--- config.mk ---
export PLATFORM = sky130hd
export DESIGN_NAME = crono_countdown_bcd
export DESIGN_NICKNAME = d
export VERILOG_FILES = /design/src/rtl/crono_pkg.sv /design/src/rtl/bcd_dec_2d.sv /design/src/rtl/crono_countdown_bcd.sv
export SDC_FILE = /design/constraint.sdc
export NUM_CORES = 1
export LEC_CHECK = 0
export BUFFER_PORTS_ARGS = -buffer_cell sky130_fd_sc_hd__buf_2
export CAP_MARGIN = 20
export CORE_MARGIN = 4
export CORE_UTILIZATION = 40
export CTS_CLUSTER_DIAMETER = 100
export DETAILED_ROUTE_END_ITERATION = 6
export MAX_ROUTING_LAYER = met4
export PLACE_DENSITY = 0.61
export SLEW_MARGIN = 10
export SYNTH_ARGS = -nofsm -noshare
export SYNTH_HDL_FRONTEND = slang
export SYNTH_SLANG_ARGS = --single-unit
--- constraint.sdc ---
create_clock -name reloj -period 7.8 [get_ports reloj]
set_input_delay 1.56 -clock reloj [delete_from_list [all_inputs] [get_ports reloj]]
set_output_delay 1.56 -clock reloj [all_outputs]
set_load 0.01 [all_outputs]
--- src/rtl/crono_pkg.sv ---
// crono_pkg: shared FSM states, BCD limits and register-select codes for the countdown timer
package crono_pkg;
  typedef enum logic [1:0] {IDLE, RUN, DONE} crono_state_t;
  localparam logic [7:0] BCD_MAX_MS = 8'h59;
  localparam logic [7:0] BCD_MAX_H = 8'h23;
  localparam logic [3:0] SEL_SEGCR_DEF = 4'd6;
  localparam logic [3:0] SEL_MINCR_DEF = 4'd7;
  localparam logic [3:0] SEL_HORACR_DEF = 4'd8;
  function automatic logic [7:0] bcd_clamp(input logic [7:0] v, input logic [7:0] max_v);
    return (v[3:0] > 4'd9 || v > max_v) ? max_v : v;
  endfunction
endpackage

--- src/rtl/bcd_dec_2d.sv ---
// bcd_dec_2d: two-digit BCD decrement with wrap to MAX_BCD and borrow out
module bcd_dec_2d
  import crono_pkg::*;
#(
  parameter logic [7:0] MAX_BCD = BCD_MAX_MS
)(
  input  logic [7:0] i_in,
  input  logic       i_borrow_in,
  output logic [7:0] o_out,
  output logic       o_borrow_out
);
  always_comb begin
    o_borrow_out = i_borrow_in && i_in == 8'h00;
    o_out = !i_borrow_in ? i_in :
            o_borrow_out ? MAX_BCD :
            i_in[3:0] == 4'h0 ? {i_in[7:4] - 4'd1, 4'h9} :
            {i_in[7:4], i_in[3:0] - 4'd1};
  end
endmodule

--- src/rtl/crono_countdown_bcd.sv ---
// crono_countdown_bcd: BCD hh:mm:ss countdown timer with preset load, pause and timed ring
module crono_countdown_bcd
  import crono_pkg::*;
#(
  parameter logic [3:0] SEL_SEGCR  = SEL_SEGCR_DEF,
  parameter logic [3:0] SEL_MINCR  = SEL_MINCR_DEF,
  parameter logic [3:0] SEL_HORACR = SEL_HORACR_DEF,
  parameter int         RING_SECS  = 10
)(
  input  logic        reloj,
  input  logic        resetM,
  input  logic        READ,
  input  logic [3:0]  Selec_Demux_DDw,
  input  logic [7:0]  IN_segcr,
  input  logic [7:0]  IN_mincr,
  input  logic [7:0]  IN_horacr,
  input  logic        act_crono,
  input  logic        tick_1hz,
  input  logic        stop_ring,
  output logic [23:0] alarma,
  output logic        crono_fin,
  output logic        ring
);
  localparam int CW = $clog2(RING_SECS + 1);
  crono_state_t  r_state;
  logic [23:0]   r_alarma;
  logic          r_ring;
  logic [CW-1:0] r_ring_cnt;
  logic          w_ld_s, w_ld_m, w_ld_h, w_load;
  logic [23:0]   w_loaded, w_dec;
  logic          w_b_ss, w_b_mm, w_b_hh;
  logic [CW-1:0] w_cnt_nxt;
  assign w_ld_s = READ && Selec_Demux_DDw == SEL_SEGCR;
  assign w_ld_m = READ && Selec_Demux_DDw == SEL_MINCR;
  assign w_ld_h = READ && Selec_Demux_DDw == SEL_HORACR;
  assign w_load = w_ld_s || w_ld_m || w_ld_h;
  assign w_loaded = {w_ld_h ? bcd_clamp(IN_horacr, BCD_MAX_H) : r_alarma[23:16],
                     w_ld_m ? bcd_clamp(IN_mincr, BCD_MAX_MS) : r_alarma[15:8],
                     w_ld_s ? bcd_clamp(IN_segcr, BCD_MAX_MS) : r_alarma[7:0]};
  assign w_cnt_nxt = r_ring_cnt + 1'b1;
  bcd_dec_2d #(.MAX_BCD(BCD_MAX_MS)) u_ss (
    .i_in(r_alarma[7:0]), .i_borrow_in(tick_1hz), .o_out(w_dec[7:0]), .o_borrow_out(w_b_ss));
  bcd_dec_2d #(.MAX_BCD(BCD_MAX_MS)) u_mm (
    .i_in(r_alarma[15:8]), .i_borrow_in(w_b_ss), .o_out(w_dec[15:8]), .o_borrow_out(w_b_mm));
  bcd_dec_2d #(.MAX_BCD(BCD_MAX_H)) u_hh (
    .i_in(r_alarma[23:16]), .i_borrow_in(w_b_mm), .o_out(w_dec[23:16]), .o_borrow_out(w_b_hh));
  // a borrow out of the hours digit would mean 00:00:00 wrapping to 23:59:59, so it blocks the update
  always_ff @(posedge reloj) begin
    if (resetM) begin
      r_state    <= IDLE;
      r_alarma   <= '0;
      r_ring     <= 1'b0;
      r_ring_cnt <= '0;
    end else begin
      case (r_state)
        IDLE: begin
          if (w_load) r_alarma <= w_loaded;
          else if (act_crono) begin
            r_state    <= (r_alarma == '0) ? DONE : RUN;
            r_ring     <= r_alarma == '0;
            r_ring_cnt <= '0;
          end
        end
        RUN: begin
          if (tick_1hz && !w_b_hh) r_alarma <= w_dec;
          if (tick_1hz && !w_b_hh && w_dec == '0) begin
            r_state    <= DONE;
            r_ring     <= 1'b1;
            r_ring_cnt <= '0;
          end else if (!act_crono) r_state <= IDLE;
        end
        DONE: begin
          if (w_load || !act_crono) begin
            r_state <= IDLE;
            r_ring  <= 1'b0;
            if (w_load) r_alarma <= w_loaded;
          end else if (stop_ring) r_ring <= 1'b0;
          else if (tick_1hz && r_ring) begin
            r_ring_cnt <= w_cnt_nxt;
            if (w_cnt_nxt == CW'(RING_SECS)) r_ring <= 1'b0;
          end
        end
        default: r_state <= IDLE;
      endcase
    end
  end
  assign alarma    = r_alarma;
  assign crono_fin = r_state == DONE;
  assign ring      = r_ring;
endmodule

==> metrics.cfg, run 1 <==
[setup_path]
reg2reg_from = alarma[8]
slowest_stage = nor2_1
crit_family = simple AND/OR/NAND/NOR gates
crit_end = r_ring_cnt[1]
crit_buf_inv = 1
timing.reg2reg.worst_path_depth = 9
slowest_delay_ns = 0.52
end_kind = flip-flop
cp_max_fo = 13
critPathRequiredTime_ns = 8.01
path_class = in2reg
path_cells = buf_2, nand4bb_1, nor2_1, mux2i_1, a41oi_2, or4_1, a21oi_1
start_kind = primary input
worst-endpoint-arrival_ns = 4.07
worstSetupStartpoint = tick_1hz
timing.rr.end = r_ring_cnt[1]
rrSetupSlack_ns = 4.43
crit_cells = 7

[sta]
maxSlewViolCount = 0
rsz0062_at_grt = no
relSlewSlack_pct = 49.7
timing.setup.tns_ns = 0
period_minus_slack_ns = 3.86
hold_viol = 0
finalSetupViolCount = 0
finalClockSkew_ns = 0.00496
fmax_mhz = 259
post-route-period-util_pct = 49.5
tightest_slew_ns = 0.751

[yosys]
synth-edff-count = 0
synth_ff_type = dfxtp_1
synth.distinct_cells = 71
avgSynthCellArea_um2 = 7.56
syn_area_um2 = 2690
syn-num-nets = 406
postSynthRegisterBits = 31
synth_top_area_share_pct = 23.1
yosys.area.top_type = dfxtp_1
netlist_instances = 356
ys_seq_area_share_pct = 23.1
synth_warnings = 0
yosys-top-cells-area = dfxtp_1 (23%), ha_1 (7.4%), nor2_1 (5.3%), o21ai_0 (5.2%), a21oi_1 (5.0%)
synth_async_sr_flop_share_pct = 0

[global_route]
grt_max_degree = 36
grt_pass1_vias = 2718
antenna_found_initial = 0
overflow = 0
grt_pass1_wl_mm = 13.0
grt_usage_pct = 19.4

[floorplanning]
core_area_um2 = 6420
start_util_pct = 41.9
die_w_um = 90.0
io_pins = 60
dieArea_um2 = 8100
std_cell_rows = 29
die_y_um = 90.0

[power_and_ir_drop]
p_per_area_nw_per_um2 = 368
leakage_nw = 1.24
irDropWorstVdd_mv = 0.140
finalPower_mw = 1.15

[cells_and_area]
drive_gt1_share_pct = 21.8
fill_cells = 650
syn_to_final_growth_pct = 16.3
nNetsFinal = 462
seq_area_um2 = 621
multi_input_area_um2 = 1930
antenna_cells = 0

[routing]
wire_per_inst_um = 15.8
drc_errors = 0
drtAntennaViolNets = 0
routed_via_density = 5.83
dr_total_vias = 2856
totalWireLength_mm = 7.73
drtIter0Drc = 106
first_pass_iters = 4

[clocking]
h-tree-depth = 2
clock-root-buffer = clkbuf_8
clk_pin_slew_worst_paths_ns = 0.07
clk_latency_ns = 0.28
cts_setup_buffers = 0
cts_sinks = 31
cts_buffers = 5
cts.repair.resized = 0
cts_tree = built
cts_hold_buf = 0
cts_buffer_depth = 2

[placement]
place_congestion = 0.869
io_buffers = 59
dp_hpwl_mm = 5.83

[hold_path]
hold_class = reg2reg
min_from = r_ring_cnt[3]

[status]
status = completed

[run]
drv_cap = 0

## Yosys cell counts (3+ instances only)
library cell and instances:
a21oi_1 27, nor2_1 38, clkbuf_1 10, o211ai_1 6, o21ai_1 3, a21o_1 4, nor2b_1 4, o21a_1 3
or4_1 3, dfxtp_1 31, nand2_1 28, a22oi_1 6, a221oi_1 6, nor3_1 9, or4b_1 3, o22ai_1 5
nand4_1 4, inv_1 18, or3b_1 3, nand3_1 11, nand2b_1 6, a211oi_1 15, o21ai_0 28, mux2i_1 4
ha_1 16, nor3b_1 3, or2_2 3, nor4_1 5
## cell families after synthesis
family	Yosys count	synth area share (%)
AO/OA/AOI/OAI	124	30.6
XOR/XNOR	1	0.326
adder cells (fa/ha/maj)	16	7.44
buffers and inverters	33	5.07
flip-flops	31	23.1
multiplexers	7	2.88
AND/OR/NAND/NOR	144	30.7
## cell type report
class	count	share of cell area, %
flip-flops and latches	31	19.8
clock inverters	1	0.160
repair buffers	63	10.4
inverters	19	2.28
well taps	77	3.08
multi-input cells	292	61.8
clock buffers	7	2.44
## flip-flops by register name, summed over array words and instances (netlist names)
name / cells
alarma: 24
r_ring_cnt: 4
r_state: 2
ring: 1
## power by group
part	total (mW)	switching (mW)	internal, mW	leakage (nW)
Combinational	0.761	0.460	0.301	0.944
Clock	0.125	0.0620	0.0626	0.0422
Sequential	0.265	0.0640	0.201	0.253
Total	1.15	0.586	0.564	1.24
## cells in the final DEF (no fill, tap or decap), types with 4 or more instances in the layout
cell type / Yosys / final
nand3_1: 11 / 11
nor2_1: 38 / 38
nand4_1: 4 / 4
inv_1: 18 / 18
clkbuf_8: 0 / 5
nand2b_1: 6 / 6
a22oi_1: 6 / 6
a211oi_1: 15 / 15
nor2b_1: 4 / 4
buf_2: 1 / 59
nand2_1: 28 / 28
o211ai_1: 6 / 6
a21o_1: 4 / 4
a21oi_1: 27 / 27
o21ai_0: 28 / 28
nor4_1: 5 / 5
a221oi_1: 6 / 6
dfxtp_1: 31 / 31
nor3_1: 9 / 9
ha_1: 16 / 16
buf_4: 1 / 4
mux2i_1: 4 / 4
o22ai_1: 5 / 5
## how the worst min path moves through the flow
stage | end | slack, ns | cells past startpoint
5_1_grt | r_ring_cnt[2] | 0.55 | 2
6_report | r_ring_cnt[3] | 0.49 | 2
4_1_cts | r_ring_cnt[3] | 0.49 | 2
3_3_place_gp | r_ring_cnt[3] | 0.47 | 2
2_1_floorplan | r_ring_cnt[3] | 0.46 | 2
3_5_place_dp | r_ring_cnt[3] | 0.48 | 2
## worst register-to-register path, cell delays in order (launching register included)
cell	delay, ns
dfxtp_1	0.35
inv_1	0.11
ha_1	0.17
nor3b_2	0.52
nand4_1	0.34
nor2_1	0.45
mux2i_1	0.38
a41oi_2	0.30
or4_1	0.52
a21oi_1	0.15
## routing by layer
metal / vias to the layer above / GRT usage [%] / wire, µm
li1: 1465 / - / -
met1: 1305 / 25.4 / 3870
met2: 77 / 30.2 / 3380
met3: 9 / 4.42 / 391
met4: 0 / 5.36 / 87
met5: - / - / 0
## through the flow
step                      setup slack [ns]  utilization, %  hold WS (ns)  area [µm²]  std cells
after floorplan                       4.22               -         0.462        2690        356
after global placement                3.78            47.4         0.472        3050        482
after detailed placement              3.66            47.4         0.478        3050        482
after CTS                             3.98            48.7         0.488        3130        490
after global routing                  3.68            48.7         0.547        3130        490
final                                 3.94            48.7         0.486        3130        490
Note: power is estimated with default switching activity, not from simulation.
==> inputs of run 2 (changes only) <==
==> constraint.sdc (replaced) <==
create_clock -name reloj -period 3.6 [get_ports reloj]
set_input_delay 0.72 -clock reloj [delete_from_list [all_inputs] [get_ports reloj]]
set_output_delay 0.72 -clock reloj [all_outputs]
set_load 0.01 [all_outputs]
==> run 2 against run 1 <==
Net effect: count of clock-buffer cells in the layout shrank 1; total power grew 120%; routed wire length shrank 0.89%; register-to-register slack lost 4.1 ns; via count grew 0.84%; combinational power grew 120%; sequential share of layout area is essentially flat; worst hold slack gained 0.0059 ns; worst setup slack lost 3.6 ns; largest power group unchanged.
==> metrics.cfg, run 2 (synthesis results as in run 1) <==
[clocking]
cts_setup_buffers = 0  ; unchanged
clock-root-buffer = clkbuf_8
clk_pin_slew_worst_paths_ns = 0.06  ; about the same
cts_tree = built
cts_sinks = 31  ; unchanged
h-tree-depth = 2  ; unchanged
cts_buffer_depth = 2  ; unchanged
clk_latency_ns = 0.28  ; about the same
cts_buffers = 5  ; unchanged

[setup_path]
slowest_stage = or4_1
critPathRequiredTime_ns = 3.81  ; -4.20 ns
end_kind = flip-flop
crit_buf_inv = 2  ; +1
path_class = reg2reg
worst-endpoint-arrival_ns = 3.46  ; -0.61 ns
slowest_delay_ns = 0.52  ; about the same
path_cells = inv_1, ha_1, nor3b_2, nand4_1, nor2_1, buf_4, mux2i_1, a41oi_2, or4_1, a21oi_1
crit_family = simple AND/OR/NAND/NOR gates
cp_max_fo = 8  ; -5
start_kind = flip-flop

[sta]
finalClockSkew_ns = 0.00455  ; -0.000410 ns
rsz0062_at_grt = no
timing.setup.tns_ns = 0  ; unchanged
period_minus_slack_ns = 3.25
finalSetupViolCount = 0  ; unchanged
fmax_mhz = 308
setup_ws_ns = 0.350  ; -3.59 ns
maxSlewViolCount = 0  ; unchanged
hold_viol = 0  ; unchanged
tightest_slew_ns = 0.734  ; -0.0164 ns
relSlewSlack_pct = 50.7  ; +1.1 points
post-route-period-util_pct = 90.3

[floorplanning]
start_util_pct = 41.9  ; unchanged
dieArea_um2 = 8100  ; unchanged
die_w_um = 90.0  ; unchanged
die_y_um = 90.0  ; unchanged
io_pins = 60  ; unchanged
core_area_um2 = 6420  ; unchanged
std_cell_rows = 29  ; unchanged

[placement]
dp_hpwl_mm = 5.88  ; +0.98%
postPlaceCellArea_um2 = 3050  ; +0.25%
place_ws_ns = 0.362  ; -3.30 ns
io_buffers = 59  ; unchanged
place_congestion = 0.843  ; -3.1%

[cells_and_area]
final_common_cell = buf_2
multi_input_area_um2 = 1940  ; +0.32%
syn_to_final_growth_pct = 16.5
seq_area_um2 = 621  ; unchanged
drive_gt1_share_pct = 21.8  ; +0.053 points
nNetsFinal = 463  ; +0.22%
fin_area_um2 = 3130  ; +0.16%
final_util_pct = 48.8  ; +0.078 points
final_cell_mix = buf_2 (59), nor2_1 (38), dfxtp_1 (31), nand2_1 (28), o21ai_0 (28)
antenna_cells = 0  ; unchanged
fill_cells = 673  ; +3.5%
largest_reg_flops = 24  ; unchanged

[status]
status = completed

[power_and_ir_drop]
leakage_nw = 1.24  ; +0.22%
combPwrFrac_pct = 66.9  ; +0.8 points
irDropWorstVdd_mv = 0.280  ; +100%
internal-power_mw = 1.23  ; +120%
swShare_pct = 50.8  ; -0.16 points
clkPwrFrac_pct = 10.2  ; -0.6 points
p_per_area_nw_per_um2 = 799  ; +120%
finalPower_mw = 2.50  ; +120%
power_frac_seq_pct = 22.9  ; about the same
power_switching_mw = 1.27  ; +120%

[routing]
drc_errors = 0  ; unchanged
totalWireLength_mm = 7.66  ; -0.89%
routed_via_density = 5.89  ; +1.0%
met3_length_um = 389  ; -0.51%
drtIter0Drc = 120  ; +13%
m1WireLength_mm = 3.92  ; +1.4%
wl_met2_mm = 3.24  ; -4.1%
dr_total_vias = 2880  ; +0.84%
drtAntennaViolNets = 0  ; unchanged
highest_layer = met4
wire_per_inst_um = 15.7  ; -0.69%
first_pass_iters = 5  ; +1

[run]
drv_cap = 0  ; unchanged

[global_route]
overflow = 0  ; unchanged
grt_max_degree = 33  ; -8.3%
grt_pass1_wl_mm = 13.1  ; +0.69%
grt_pass1_vias = 2698  ; -0.74%
antenna_found_initial = 0  ; unchanged
grt_usage_pct = 19.7  ; +0.25 points

[hold_path]
hold_class = reg2reg

==> run 2: worst register-to-register path, cell delays in order (launching register included) <==
cell and delay [ns]:
dfxtp_1 0.36, inv_1 0.11, ha_1 0.20, nor3b_2 0.50, nand4_1 0.34, nor2_1 0.20, buf_4 0.18, mux2i_1 0.34
a41oi_2 0.29, or4_1 0.52, a21oi_1 0.14
==> run 2: final timing paths <==
kind / startpoint / to / slack, ns / depth (start not counted)
setup / recovery: alarma[4] / r_ring_cnt[1] / 0.35 / 10
hold / removal: r_ring_cnt[3] / r_ring_cnt[3] / 0.49 / 2
setup reg to reg: alarma[4] / r_ring_cnt[1] / 0.35 / 10
hold reg to reg: r_ring_cnt[3] / r_ring_cnt[3] / 0.49 / 2
==> run 2: per-stage QoR <==
step / hold slack, ns / cells
2_1_floorplan: 0.462 / 356
3_3_place_gp: 0.485 / 483
3_5_place_dp: 0.483 / 483
4_1_cts: 0.492 / 489
5_1_grt: 0.530 / 489
6_report: 0.492 / 489
==> run 2: area by class of cell <==
class / count / area share, %
Clock buffer: 6 / 2.32
Timing Repair Buffer: 64 / 10.6
Tap cell: 77 / 3.08
Inverter: 19 / 2.28
Sequential cell: 31 / 19.8
Multi-Input combinational cell: 292 / 61.9
==> run 2: per-layer routing <==
layer	up-vias	global-route usage, %
li1	1473	-
met1	1325	27.2
met2	73	28.9
met3	9	4.67
met4	0	4.72
met5	-	-
==> run 2: power groups by stage <==
stage	Combinational (mW)	Sequential [mW]	Clock [mW]
after CTS	1.66	0.570	0.262
final	1.68	0.574	0.254
after global placement	1.64	0.577	0
after floorplan	1.21	0.578	0
after global routing	1.89	0.597	0.280
after detailed placement	1.65	0.577	0
==> run 2: timing repair <==
action | 4_1_cts | 5_1_grt
hold buffers | 0 | 0
endpoints found under the setup margin | 0 | 1
resized for setup | 0 | 1
==> inputs of run 3 (changes only) <==
--- a/config.mk
+++ b/config.mk
@@ -5,11 +5,13 @@
 export SDC_FILE = /design/constraint.sdc
 export NUM_CORES = 1
 export LEC_CHECK = 0
+export ABC_AREA = 1
 export BUFFER_PORTS_ARGS = -buffer_cell sky130_fd_sc_hd__buf_2
 export CAP_MARGIN = 20
 export CORE_MARGIN = 4
 export CORE_UTILIZATION = 40
 export CTS_CLUSTER_DIAMETER = 100
+export CTS_CLUSTER_SIZE = 24
 export DETAILED_ROUTE_END_ITERATION = 6
 export MAX_ROUTING_LAYER = met4
 export PLACE_DENSITY = 0.61
==> run 3 against run 2 <==
Net effect: sequential share of layout area decreased by 0.47 points; design area increased by 2.4%; die area increased by 2.9%; critical path type unchanged.
==> metrics.cfg, run 3 <==
[sta]
whs_ns = 0.510  ; +0.0185 ns
period_minus_slack_ns = 2.43  ; -0.820 ns
rsz0062_at_grt = no
finalClockSkew_ns = 0.00211  ; -0.00244 ns
maxSlewViolCount = 0  ; unchanged
finalSetupViolCount = 0  ; unchanged
post-route-period-util_pct = 67.5  ; -23 points
timing.setup.tns_ns = 0  ; unchanged
tightest_slew_ns = 0.787  ; +0.0529 ns
hold_viol = 0  ; unchanged
fmax_mhz = 412  ; +34%
relSlewSlack_pct = 47.2  ; -3.5 points

[routing]
wire_per_inst_um = 13.0  ; -17%
m1WireLength_mm = 3.52  ; -10%
dr_total_vias = 3009  ; +4.5%
drc_errors = 0  ; unchanged
totalWireLength_mm = 7.62  ; -0.54%
wl_met2_mm = 3.69  ; +14%
met3_length_um = 312  ; -20%
first_pass_iters = 4  ; -1
drtAntennaViolNets = 0  ; unchanged
routed_via_density = 5.13  ; -13%
highest_layer = met4
drtIter0Drc = 149  ; +24%

[placement]
io_buffers = 59  ; unchanged
place_congestion = 0.835  ; -0.85%
dpl.cell_count = 579  ; +20%
dp_hpwl_mm = 5.90  ; +0.30%

[yosys]
synthXorXnorAreaFrac_pct = 0.946  ; +0.62 points
synth_async_sr_flop_share_pct = 0  ; unchanged
synth_fa_ha_area_share_pct = 7.21  ; -0.23 points
synth_ff_type = dfxtp_1
synth_most_common_cell = nand2_1
synth_top_family_by_area = simple AND/OR/NAND/NOR gates
yosys-top-cells-area = dfxtp_1 (22%), nand2_1 (16%), inv_1 (8.4%), o21ai_0 (7.9%), ha_1 (7.2%)
synthMuxAreaShare_pct = 0  ; -2.9 points
syn_area_um2 = 2780  ; +3.2%
synthSimpleGateAreaFrac_pct = 41.4  ; +11 points
netlist_instances = 450  ; +26%
synth_top_area_share_pct = 22.4  ; -0.72 points
postSynthRegisterBits = 31  ; unchanged
ys_seq_area_share_pct = 22.4  ; -0.72 points
synth_warnings = 0  ; unchanged
synth-edff-count = 0  ; unchanged
synth.distinct_cells = 37  ; -48%
avgSynthCellArea_um2 = 6.17  ; -18%
yosys-top-cells-count = nand2_1 (120), inv_1 (62), o21ai_0 (44), nor2_1 (42), nand3_1 (32)
synth_compound_area_share_pct = 16.9  ; -14 points
syn-num-nets = 500  ; +23%
yosys.area.top_type = dfxtp_1

[cells_and_area]
fill_cells = 748  ; +11%
drive_gt1_share_pct = 19.4  ; -2.5 points
antenna_cells = 0  ; unchanged
largest_reg_flops = 24  ; unchanged
syn_to_final_growth_pct = 15.6
final_common_cell = nand2_1
final_cell_mix = nand2_1 (120), inv_1 (62), buf_2 (59), o21ai_0 (44), nor2_1 (42)
layout.cells.non_filler = 586  ; +20%
nNetsFinal = 556  ; +20%

[floorplanning]
dieArea_um2 = 8340  ; +2.9%
die_y_um = 91.3  ; +1.4%
core_area_um2 = 6760  ; +5.2%
start_util_pct = 41.1  ; -0.79 points
die_w_um = 91.3  ; +1.4%
io_pins = 60  ; unchanged
std_cell_rows = 30  ; +3.4%

[clocking]
cts.repair.resized = 0  ; unchanged
cts_hold_buf = 0  ; unchanged
clk_pin_slew_worst_paths_ns = 0.07  ; about the same
cts_tree = built
cts_sinks = 31  ; unchanged
h-tree-depth = 2  ; unchanged
cts_setup_buffers = 0  ; unchanged
cts_buffers = 5  ; unchanged
cts_buffer_depth = 2  ; unchanged
clock-root-buffer = clkbuf_8
clk_latency_ns = 0.29  ; about the same

[setup_path]
slowest_stage = dfxtp_1
cp_max_fo = 19  ; +11
slowest_delay_ns = 0.35  ; -0.17 ns
rrSetupSlack_ns = 1.17  ; +0.82 ns
end_kind = flip-flop
start_kind = flip-flop
crit_family = simple AND/OR/NAND/NOR gates
path_class = reg2reg
crit_top_cell = nand2_1
worst-endpoint-arrival_ns = 2.66  ; -0.80 ns
crit_buf_inv = 1  ; -1
path_cells = inv_1, ha_1, nand3_4, nor2_8, nand2_2, nand2_1, nand2_1, nor2_1, nand2_1, nor2_2, nand3_2, nand2_4, nand3_1, nand2_1, nand2_1, nor2_1
critPathRequiredTime_ns = 3.83  ; +0.02 ns

[status]
status = completed

[power_and_ir_drop]
irDropWorstVdd_mv = 0.480  ; +72%
finalPower_mw = 3.30  ; +32%
p_per_area_nw_per_um2 = 1030  ; +29%
leakage_nw = 1.65  ; +33%

[global_route]
grt_pass1_wl_mm = 13.1  ; unchanged
antenna_found_initial = 0  ; unchanged
grt_usage_pct = 19.3  ; -0.42 points
overflow = 0  ; unchanged
grt_max_degree = 29  ; -12%
grt_pass1_vias = 2907  ; +7.7%

[hold_path]
hold_class = reg2reg

[run]
drv_cap = 0  ; unchanged

## run 3: changes by cell type in the layout (fill, tap and decap cells not counted), sizes merged, moves of 13 or more
cell,delta
inv,+44
nor2,+13
o21ai,+14
nand3,+30
nand2,+99
a211oi,-13
## run 3: worst register-to-register path: stages (launching register included)
cell,delay (ns)
dfxtp_1,0.35
inv_1,0.11
ha_1,0.26
nand3_4,0.16
nor2_8,0.27
nand2_2,0.19
nand2_1,0.09
nand2_1,0.07
nor2_1,0.11
nand2_1,0.08
nor2_2,0.11
nand3_2,0.13
nand2_4,0.12
nand3_1,0.10
nand2_1,0.10
nand2_1,0.05
nor2_1,0.09
## run 3: per-stage QoR
step           util [%]  area, µm²  setup WS [ns]
2_1_floorplan         -       2780           1.41
4_1_cts            47.5       3210           1.17
3_5_place_dp       46.2       3120          0.974
3_3_place_gp       46.2       3120           1.03
6_report           47.5       3210           1.17
5_1_grt            47.5       3210          0.907
## run 3: final cells by class
class	instances	area [µm²]	area share [%]
clock inverters	1	5.00	0.156
well taps	80	100	3.12
multi-input cells	343	1850	57.5
inverters	63	236	7.37
clock buffers	6	82.6	2.57
flip-flops and latches	31	621	19.3
repair buffers	62	318	9.90
## run 3: path summary, 6_finish.rpt
path	startpoint	end	cells after the start
max reg2reg	alarma[0]	ring	16
min	alarma[13]	alarma[13]	2
min reg2reg	alarma[13]	alarma[13]	2
max	alarma[0]	ring	16
## run 3: cell families (layout without fill, tap and decap cells)
logic type | count (synthesis) | count (layout)
flops | 31 | 31
xor+xnor | 3 | 3
fa+ha+maj | 16 | 16
simple gates | 240 | 240
compound gates | 84 | 84
buf+inv | 76 | 132
## run 3: routing by layer
metal	up-vias	track usage, %
li1	1587	-
met1	1353	22.9
met2	61	33.4
met3	8	3.31
met4	0	5.53
met5	-	-
## run 3: power by group
part           switching [mW]  internal, mW  total (mW)
Combinational            1.55         0.788        2.33
Clock                   0.139         0.150       0.289
Sequential              0.186         0.494       0.680
Total                    1.87          1.43        3.30
